===== src/rtl/mux16_rr_arbiter_pkg.sv =====
// mux16_rr_arbiter_pkg: shared state encoding and parameter defaults for the MUX16 arbiter
package mux16_rr_arbiter_pkg;
  typedef enum logic {ST_IDLE = 1'b0, ST_OWN = 1'b1} state_t;
  localparam int NREQ_DEF = 16;
  localparam int SEL_W_DEF = 4;
  localparam int MAX_HOLD_DEF = 8;
endpackage


===== src/rtl/mux16_rr_arbiter_rr_pick.sv =====
// rr_pick: rotating-priority encoder, first set req at or after ptr (mod NREQ)
module rr_pick
  import mux16_rr_arbiter_pkg::*;
#(
  parameter int NREQ = NREQ_DEF,
  parameter int SEL_W = SEL_W_DEF
) (
  input  logic [NREQ-1:0]  req,
  input  logic [SEL_W-1:0] ptr,
  output logic             found,
  output logic [SEL_W-1:0] idx
);
  logic [2*NREQ-1:0] low, masked;
  // the upper copy of req supplies the wrapped-around candidates below ptr
  assign low = ((2*NREQ)'(1) << ptr) - (2*NREQ)'(1);
  assign masked = {req, req} & ~low;
  always_comb begin
    found = 1'b0;
    idx = '0;
    for (int i = 2*NREQ-1; i >= 0; i--)
      if (masked[i]) begin
        found = 1'b1;
        idx = SEL_W'(i % NREQ);
      end
  end
endmodule


===== src/rtl/mux16_rr_arbiter.sv =====
// mux16_rr_arbiter: round-robin owner arbitration and select sequencing for a shared 16:1 mux
module mux16_rr_arbiter
  import mux16_rr_arbiter_pkg::*;
#(
  parameter int NREQ = NREQ_DEF,
  parameter int SEL_W = SEL_W_DEF,
  parameter int MAX_HOLD = MAX_HOLD_DEF
) (
  input  logic             clk,
  input  logic             rst_n,
  input  logic [NREQ-1:0]  req,
  input  logic             last,
  output logic [NREQ-1:0]  grant,
  output logic [SEL_W-1:0] sel,
  output logic             busy,
  output logic             timeout
);
  localparam int HW = MAX_HOLD > 2 ? $clog2(MAX_HOLD) : 1;
  localparam logic [HW-1:0] HMAX = HW'(MAX_HOLD == 0 ? 0 : MAX_HOLD - 1);
  state_t state;
  logic [SEL_W-1:0] ptr, inc_sel, pick_ptr, idx;
  logic [HW-1:0] hold_cnt;
  logic found, expire, rel, arb;
  assign inc_sel = (int'(sel) == NREQ - 1) ? '0 : sel + 1'b1;
  assign expire = (MAX_HOLD != 0) && (hold_cnt == HMAX);
  assign rel = (state == ST_OWN) && (last || !req[sel] || expire);
  assign arb = (state == ST_IDLE) || rel;
  // releasing owner moves to lowest priority for the same-cycle re-arbitration
  assign pick_ptr = rel ? inc_sel : ptr;
  rr_pick #(.NREQ(NREQ), .SEL_W(SEL_W)) u_pick (
    .req(req),
    .ptr(pick_ptr),
    .found(found),
    .idx(idx)
  );
  always_ff @(posedge clk or negedge rst_n)
    if (!rst_n) begin
      state <= ST_IDLE;
      ptr <= '0;
      hold_cnt <= '0;
      grant <= '0;
      sel <= '0;
      busy <= 1'b0;
      timeout <= 1'b0;
    end else begin
      timeout <= rel && expire && !last && req[sel];
      if (arb) begin
        ptr <= pick_ptr;
        state <= found ? ST_OWN : ST_IDLE;
        busy <= found;
        grant <= found ? NREQ'(1) << idx : '0;
        hold_cnt <= '0;
        if (found) sel <= idx;
      end else if (hold_cnt != HMAX) hold_cnt <= hold_cnt + 1'b1;
    end
endmodule

===== config.mk =====
export PLATFORM = sky130hd
export DESIGN_NAME = mux16_rr_arbiter
export DESIGN_NICKNAME = d
export VERILOG_FILES = /design/src/rtl/mux16_rr_arbiter_pkg.sv /design/src/rtl/mux16_rr_arbiter_rr_pick.sv /design/src/rtl/mux16_rr_arbiter.sv
export SDC_FILE = /design/constraint.sdc
export NUM_CORES = 1
export LEC_CHECK = 0
export BUFFER_PORTS_ARGS = -buffer_cell sky130_fd_sc_hd__buf_2
export CORE_ASPECT_RATIO = 0.7
export CORE_MARGIN = 2
export CORE_UTILIZATION = 30
export DETAILED_ROUTE_END_ITERATION = 8
export SLEW_MARGIN = 30
export SYNTH_ARGS = -nofsm -noshare
export SYNTH_HDL_FRONTEND = slang
export SYNTH_HIERARCHICAL = 1
export SYNTH_SLANG_ARGS = --single-unit

===== constraint.sdc =====
create_clock -name clk -period 11.1 [get_ports clk]
set_input_delay 0.555 -clock clk [delete_from_list [all_inputs] [get_ports clk]]
set_output_delay 0.555 -clock clk [all_outputs]
set_load 0.02 [all_outputs]

=== Yosys cells after proc, flatten, opt, wreduce, memory -nomap -nowiden ===
Index checks and enable logic that the tools add are counted.

* Bits in registers: 30
* Output and inout port bits: 22
* Word-level logic and storage cells: 102
* Input port bits: 19

* Mux-type cells: 72
* Magnitude comparators: 1
* Bitwise logic cells: 3
* Add/subtract/negate cells: 3
* Equality and inequality tests: 3
* Shift operators: 2
* Reductions and logical operators: 11

{| class="wikitable"
|+ Operator list
! cell !! count
|-
| $mux 4 || 34
|-
| $mux 1 || 34
|-
| $and 32x32->32 || 1
|-
| $not 32->32 || 1
|-
| $shl 1x4->32 const A || 1
|-
| $sub 32x2->32 const B || 1
|-
| $mux 16 || 1
|-
| $shl 1x4->16 const A || 1
|-
| $mux 3 || 2
|-
| $lt 4x5->1 const B || 1
|-
| $add 4x1->4 const B || 1
|-
| $bmux 1 s4 || 1
|-
| $eq 4x1->1 const B || 1
|-
| $logic_and 1x1->1 || 4
|-
| $add 3x1->3 const B || 1
|-
| $eq 3x3->1 const B || 1
|-
| $logic_or 1x1->1 || 3
|-
| $ne 3x3->1 const B || 1
|-
| $logic_not 1->1 || 2
|-
| $reduce_and 2->1 || 1
|-
| $reduce_bool 2->1 || 1
|-
| $not 1->1 || 1
|}

=== Longest topological paths before layout ===
* Word-level depth: 45
* Mapped depth: 21
* Mapped depth without buffers: 19

=== Hierarchy ===
Netlist, hierarchy kept.

{| class="wikitable"
|+ By module, submodules not included
! module !! cells an instance !! seq. area each (µm²) !! area an instance (µm²) !! instances
|-
| mux16_rr_arbiter || 127 || 725.7 || 1582.8 || 1
|-
| rr_pick || 148 || 0.0 || 890.9 || 1
|}

=== Worst setup path after synthesis ===
No wires, ideal clock.

* Path type: register -> register
* From: register sel[2]
* To: register grant[0]
* Setup slack: 6.090 ns
* Arrival time: 4.882 ns
* Path buffers: 4
* Library setup time: 0.128 ns
* Stages on the path, launching flop included: 20
* Clock period less this slack: 5.010 ns
* Required time: 10.972 ns
* Cells stage by stage: dfrtp_1 -> buf_6 -> and2b_2 -> a221oi_4 -> nand2_2 -> o311a_1 -> buf_6 -> mux2_4 -> buf_2 -> clkbuf_1 -> nand3b_1 -> ha_1 -> or4b_4 -> a221o_1 -> a311oi_1 -> nor4_1 -> o41ai_1 -> or3b_2 -> nor3_1 -> mux2_1

* Longest elaborated chain between the ends: 45
* Elaborated cells on any way between the ends: 81
* Those cells by class: add/sub: 2; eq/ne: 1; shift: 2; mux: 69; bitwise: 2; reduce/logical: 5

{| class="wikitable"
|+ RTL lines
! item !! RTL line !! text
|-
| start, declared || mux16_rr_arbiter.sv:14 || <nowiki>output logic [SEL_W-1:0] sel,</nowiki>
|-
| start signal, assigned || mux16_rr_arbiter.sv:53 || <nowiki>if (found) sel <= idx;</nowiki>
|-
| $bmux 1 s4 || mux16_rr_arbiter.sv:26 || <nowiki>assign rel = (state == ST_OWN) && (last || !req[sel] || expire);</nowiki>
|-
| $mux 1 (implied by the code) || mux16_rr_arbiter.sv:26 ||
|-
| $logic_not 1->1 || mux16_rr_arbiter.sv:26 ||
|-
| $logic_or 1x1->1 (2 in a row) || mux16_rr_arbiter.sv:26 ||
|-
| $logic_and 1x1->1 || mux16_rr_arbiter.sv:26 ||
|-
| $mux 4 * || mux16_rr_arbiter.sv:29 || <nowiki>assign pick_ptr = rel ? inc_sel : ptr;</nowiki>
|-
| named net pick_ptr[1] || mux16_rr_arbiter.sv:21 || <nowiki>logic [SEL_W-1:0] ptr, inc_sel, pick_ptr, idx;</nowiki>
|-
| $shl 1x4->32 * || mux16_rr_arbiter_rr_pick.sv:15 || <nowiki>assign low = ((2*NREQ)'(1) << ptr) - (2*NREQ)'(1);</nowiki>
|-
| $sub 32x2->32 * || mux16_rr_arbiter_rr_pick.sv:15 ||
|-
| $not 32->32 * || mux16_rr_arbiter_rr_pick.sv:16 || <nowiki>assign masked = {req, req} & ~low;</nowiki>
|-
| $and 32x32->32 * || mux16_rr_arbiter_rr_pick.sv:16 ||
|-
| $mux 4 (31 in a row) || mux16_rr_arbiter_rr_pick.sv:21 || <nowiki>if (masked[i]) begin</nowiki>
|-
| $mux 4 * || mux16_rr_arbiter_rr_pick.sv:21 ||
|-
| named net idx[1] || mux16_rr_arbiter.sv:21 ||
|-
| $shl 1x4->16 * || mux16_rr_arbiter.sv:51 || <nowiki>grant <= found ? NREQ'(1) << idx : '0;</nowiki>
|-
| $mux 16 * || mux16_rr_arbiter.sv:51 ||
|-
| end signal, assigned || mux16_rr_arbiter.sv:51 ||
|-
| end, declared || mux16_rr_arbiter.sv:13 || <nowiki>output logic [NREQ-1:0] grant,</nowiki>
|}

The timed path passes the listed nets; every way through them passes the cells marked *. The select of a mux whose other input is x is not followed.
A chain may end at the register's enable or synchronous reset.

=== Worst setup path in the final report ===
* From: register sel[0]
* To: register grant[8]

Same word-level chain as after synthesis.

==> run_summary.xml <==
<?xml version="1.0" encoding="UTF-8"?>
<metrics>
  <group name="detailed_routing">
    <metric name="ant_nets" unit="">0</metric>
    <metric name="post-route-drc-count" unit="">0</metric>
    <metric name="vias_per_cell" unit="">5.50</metric>
    <metric name="via_count" unit="">2256</metric>
    <metric name="routed_wire_length_per_instance" unit="µm">16.5</metric>
    <metric name="detail_route.iter0.violations" unit="">252</metric>
    <metric name="wl" unit="mm">6.77</metric>
    <metric name="drt_pre_antenna_iters" unit="">5</metric>
  </group>
  <group name="place">
    <metric name="port-buffer-count" unit="">40</metric>
    <metric name="gp_routability_congestion" unit="">0.936</metric>
    <metric name="detailedPlacementHpwl" unit="mm">5.08</metric>
  </group>
  <group name="synth">
    <metric name="top_cells_by_count_synth" unit="">sky130_fd_sc_hd__nor2_1, sky130_fd_sc_hd__dfrtp_1, sky130_fd_sc_hd__nand2_1</metric>
    <metric name="synth_cells" unit="">275</metric>
    <metric name="syn_area" unit="µm²">2470</metric>
    <metric name="ys_warn_count" unit="">6</metric>
    <metric name="synthesis.nets" unit="">299</metric>
    <metric name="synth.lib_cells_used.distinct" unit="">66</metric>
    <metric name="synth-async-reset-ratio" unit="%">100</metric>
    <metric name="synth_largest_area_cell" unit="">sky130_fd_sc_hd__dfrtp_1</metric>
    <metric name="synth_top_area_share" unit="%">29.3</metric>
    <metric name="post_synth_main_area_contributors" unit="">sky130_fd_sc_hd__dfrtp_1, sky130_fd_sc_hd__mux2_1, sky130_fd_sc_hd__mux2_4, sky130_fd_sc_hd__nor2_1, sky130_fd_sc_hd__mux2i_1</metric>
    <metric name="register_bit_total_from_synthesis" unit="">29</metric>
    <metric name="ys_dominant_reg_cell" unit="">sky130_fd_sc_hd__dfrtp_1</metric>
    <metric name="synth_seq_area_share" unit="%">29.3</metric>
    <metric name="post_synth_edffs" unit="">0</metric>
    <metric name="syn_area_per_cell" unit="µm²">8.99</metric>
    <metric name="synth.most_common_cell" unit="">sky130_fd_sc_hd__nor2_1</metric>
  </group>
  <group name="cts">
    <metric name="cts-htree-levels" unit="">2</metric>
    <metric name="cts_max_path_buffers" unit="">2</metric>
    <metric name="clock_buffer_count_from_cts" unit="">5</metric>
    <metric name="cts_post_setup_buffers_inserted" unit="">0</metric>
    <metric name="worst_skew_pair.late_latency" unit="ns">0.27</metric>
    <metric name="clock_tree_from_tritoncts" unit="">built</metric>
    <metric name="hold_buffers" unit="">0</metric>
    <metric name="cts.sink_count" unit="">29</metric>
    <metric name="clk_pin_slew" unit="ns">0.05</metric>
    <metric name="ctsResizeCount" unit="">0</metric>
    <metric name="clockRootBuffer" unit="">sky130_fd_sc_hd__clkbuf_16</metric>
  </group>
  <group name="timing">
    <metric name="setup_tns" unit="ns">0</metric>
    <metric name="worst_slew_pin_slew" unit="ns">0.746</metric>
    <metric name="maximum_operating_frequency" unit="GHz">0.166</metric>
    <metric name="final-hold-violation-count" unit="">0</metric>
    <metric name="post_layout_minimum_cycle_time" unit="ns">6.02</metric>
    <metric name="timing.final.crit_share" unit="%">54.3</metric>
    <metric name="clk_skew" unit="ns">0.00681</metric>
    <metric name="rsz0062_at_grt" unit="">no</metric>
    <metric name="endpoints_failing_setup" unit="">0</metric>
    <metric name="final_max_slew_viol_count" unit="">0</metric>
    <metric name="relSlewSlack" unit="%">49.6</metric>
  </group>
  <group name="finish">
    <metric name="nNetsFinal" unit="">332</metric>
    <metric name="n_antenna_cell" unit="">0</metric>
    <metric name="area_delta_synth_final" unit="%">15.6</metric>
    <metric name="drive_above_1_share" unit="%">24.9</metric>
  </group>
  <group name="floorplan">
    <metric name="initial_core_util" unit="%">31.2</metric>
    <metric name="num_rows" unit="">27</metric>
    <metric name="core" unit="µm²">7940</metric>
    <metric name="design.portCount" unit="">41</metric>
    <metric name="design.die.area" unit="µm²">9000</metric>
    <metric name="floorplan.die.width" unit="µm">113</metric>
    <metric name="die_h" unit="µm">80.0</metric>
  </group>
  <group name="setup_path">
    <metric name="critical_path_peak_fanout" unit="">23</metric>
    <metric name="cp_slowest_stage_delay" unit="ns">0.72</metric>
    <metric name="crit_path_start" unit="">sel[0]$_DFFE_PN0P_</metric>
    <metric name="startpoint_type" unit="">flop</metric>
    <metric name="worstPathArrival" unit="ns">6.17</metric>
    <metric name="timing.critical_path.max_delay_family" unit="">compound AO/OA/AOI/OAI gates</metric>
    <metric name="critical_path_required" unit="ns">11.25</metric>
    <metric name="worstSetupPathType" unit="">flop to flop</metric>
    <metric name="critical_path.endpoint_type" unit="">flop</metric>
    <metric name="rr_startpoint" unit="">sel[0]$_DFFE_PN0P_</metric>
    <metric name="timing.critical_path.slowest_stage_cell" unit="">sky130_fd_sc_hd__o41ai_1</metric>
    <metric name="critical_path.most_common_cell" unit="">sky130_fd_sc_hd__nor4_1</metric>
    <metric name="critical_path.n_buffers_inverters" unit="">1</metric>
    <metric name="crit_path_cells" unit="">mux2i_1 -&gt; a221oi_4 -&gt; nand2_2 -&gt; o311a_1 -&gt; mux2_4 -&gt; nor4_1 -&gt; inv_1 -&gt; ha_1 -&gt; or4b_4 -&gt; nand2_1 -&gt; a221o_1 -&gt; a311oi_1 -&gt; nor4_1 -&gt; o41ai_1 -&gt; nand3b_1 -&gt; nor3_1 -&gt; mux2_1</metric>
  </group>
  <group name="job">
    <metric name="drv.max_cap_violation_count" unit="">0</metric>
  </group>
  <group name="hold_path">
    <metric name="hold_path.class" unit="">input pin to async pin</metric>
  </group>
  <group name="grt">
    <metric name="total_routing_resource_utilization_after_global_routing" unit="%">15.2</metric>
    <metric name="first_global_vias" unit="">2126</metric>
    <metric name="grt_remaining_overflow" unit="">0</metric>
    <metric name="maximum_number_of_pins_on_one_net_before_global_route_repair" unit="">30</metric>
    <metric name="initial_antenna_violation_count" unit="">0</metric>
    <metric name="grt_pass1_wl" unit="mm">11.0</metric>
  </group>
  <group name="status">
    <metric name="run_status" unit="">completed</metric>
  </group>
</metrics>
registers in the layout (all words and copies together), names as in the netlist:
register,flops
grant,16
busy,1
ptr,4
hold_cnt,3
sel,4
timeout,1
path summary, 6_finish.rpt:
| check | endpoint | slack [ns] | cells past startpoint |
|---|---|---|---|
| max in group asynchronous | ptr[2]$_DFFE_PN0N_ | 10.35 | 1 |
| min reg2reg | hold_cnt[0]$_DFFE_PN0P_ | 0.43 | 1 |
| max | grant[8]$_DFFE_PN0N_ | 5.08 | 17 |
| min in group clk | hold_cnt[0]$_DFFE_PN0P_ | 0.43 | 1 |
| min | grant[12]$_DFFE_PN0N_ | 0.32 | 1 |
| max reg2reg | grant[8]$_DFFE_PN0N_ | 5.08 | 17 |
through the flow:
step           std cells  hold slack [ns]  util (%)  setup slack, ns  instance area, µm²
4_1_cts              410            0.333      35.9             5.13                2850
3_3_place_gp         402            0.426      34.2             5.43                2710
6_report             410            0.316      36.0             5.08                2860
5_1_grt              410            0.356      36.0             4.65                2860
2_1_floorplan        275            0.259         -             6.09                2470
3_5_place_dp         402            0.434      34.2             5.22                2710
layer usage:
| metal | GRT usage, % | vias to the layer above | part of all wire (%) |
|---|---|---|---|
| li1 | - | 1093 | - |
| met1 | 22.8 | 1075 | 49 |
| met2 | 22.3 | 81 | 42 |
| met3 | 3.34 | 7 | 7.6 |
| met4 | 3.05 | 0 | 0.87 |
| met5 | 0 | - | 0 |
cells by family after synthesis:
family          synth area share (%)
xor+xnor                        1.06
flops                           29.3
buf+inv                         4.70
simple gates                    23.2
mux                             17.1
compound gates                  22.1
fa+ha+maj                       2.53
final cells by class:
cell class                      count  area [µm²]
Clock buffer                        6         129
Clock inverter                      2        10.0
Fill cell                         806        5080
Inverter                            8        30.0
Multi-Input combinational cell    224        1640
Sequential cell                    29         726
Tap cell                          101         126
Timing Repair Buffer               40         200
placed cells by master, fill, tap and decap left out, types with 4 or more instances in the layout:
master                      netlist  final
sky130_fd_sc_hd__nand2_1         18     18
sky130_fd_sc_hd__a31oi_1          6      6
sky130_fd_sc_hd__buf_2            3     40
sky130_fd_sc_hd__mux2_4           8      8
sky130_fd_sc_hd__nand3_1          8      8
sky130_fd_sc_hd__inv_1            8      8
sky130_fd_sc_hd__mux2_1          16     16
sky130_fd_sc_hd__clkbuf_16        0      5
sky130_fd_sc_hd__nand2b_1         5      5
sky130_fd_sc_hd__o21a_1           4      4
sky130_fd_sc_hd__nand4_1          4      4
sky130_fd_sc_hd__mux2i_1          9      9
sky130_fd_sc_hd__dfrtp_1         29     29
sky130_fd_sc_hd__nor2b_1          5      5
sky130_fd_sc_hd__a211oi_1         5      5
sky130_fd_sc_hd__o21ai_0         17     17
sky130_fd_sc_hd__nor3_1           8      8
sky130_fd_sc_hd__nand3b_1         4      4
sky130_fd_sc_hd__a21oi_1         13     13
sky130_fd_sc_hd__ha_1             5      5
sky130_fd_sc_hd__and2_1           4      4
sky130_fd_sc_hd__nor2_1          31     31
Power is left out: the tool's default activity adds up to more than one toggle a clock period on the data nets, which glitch-free logic cannot reach.
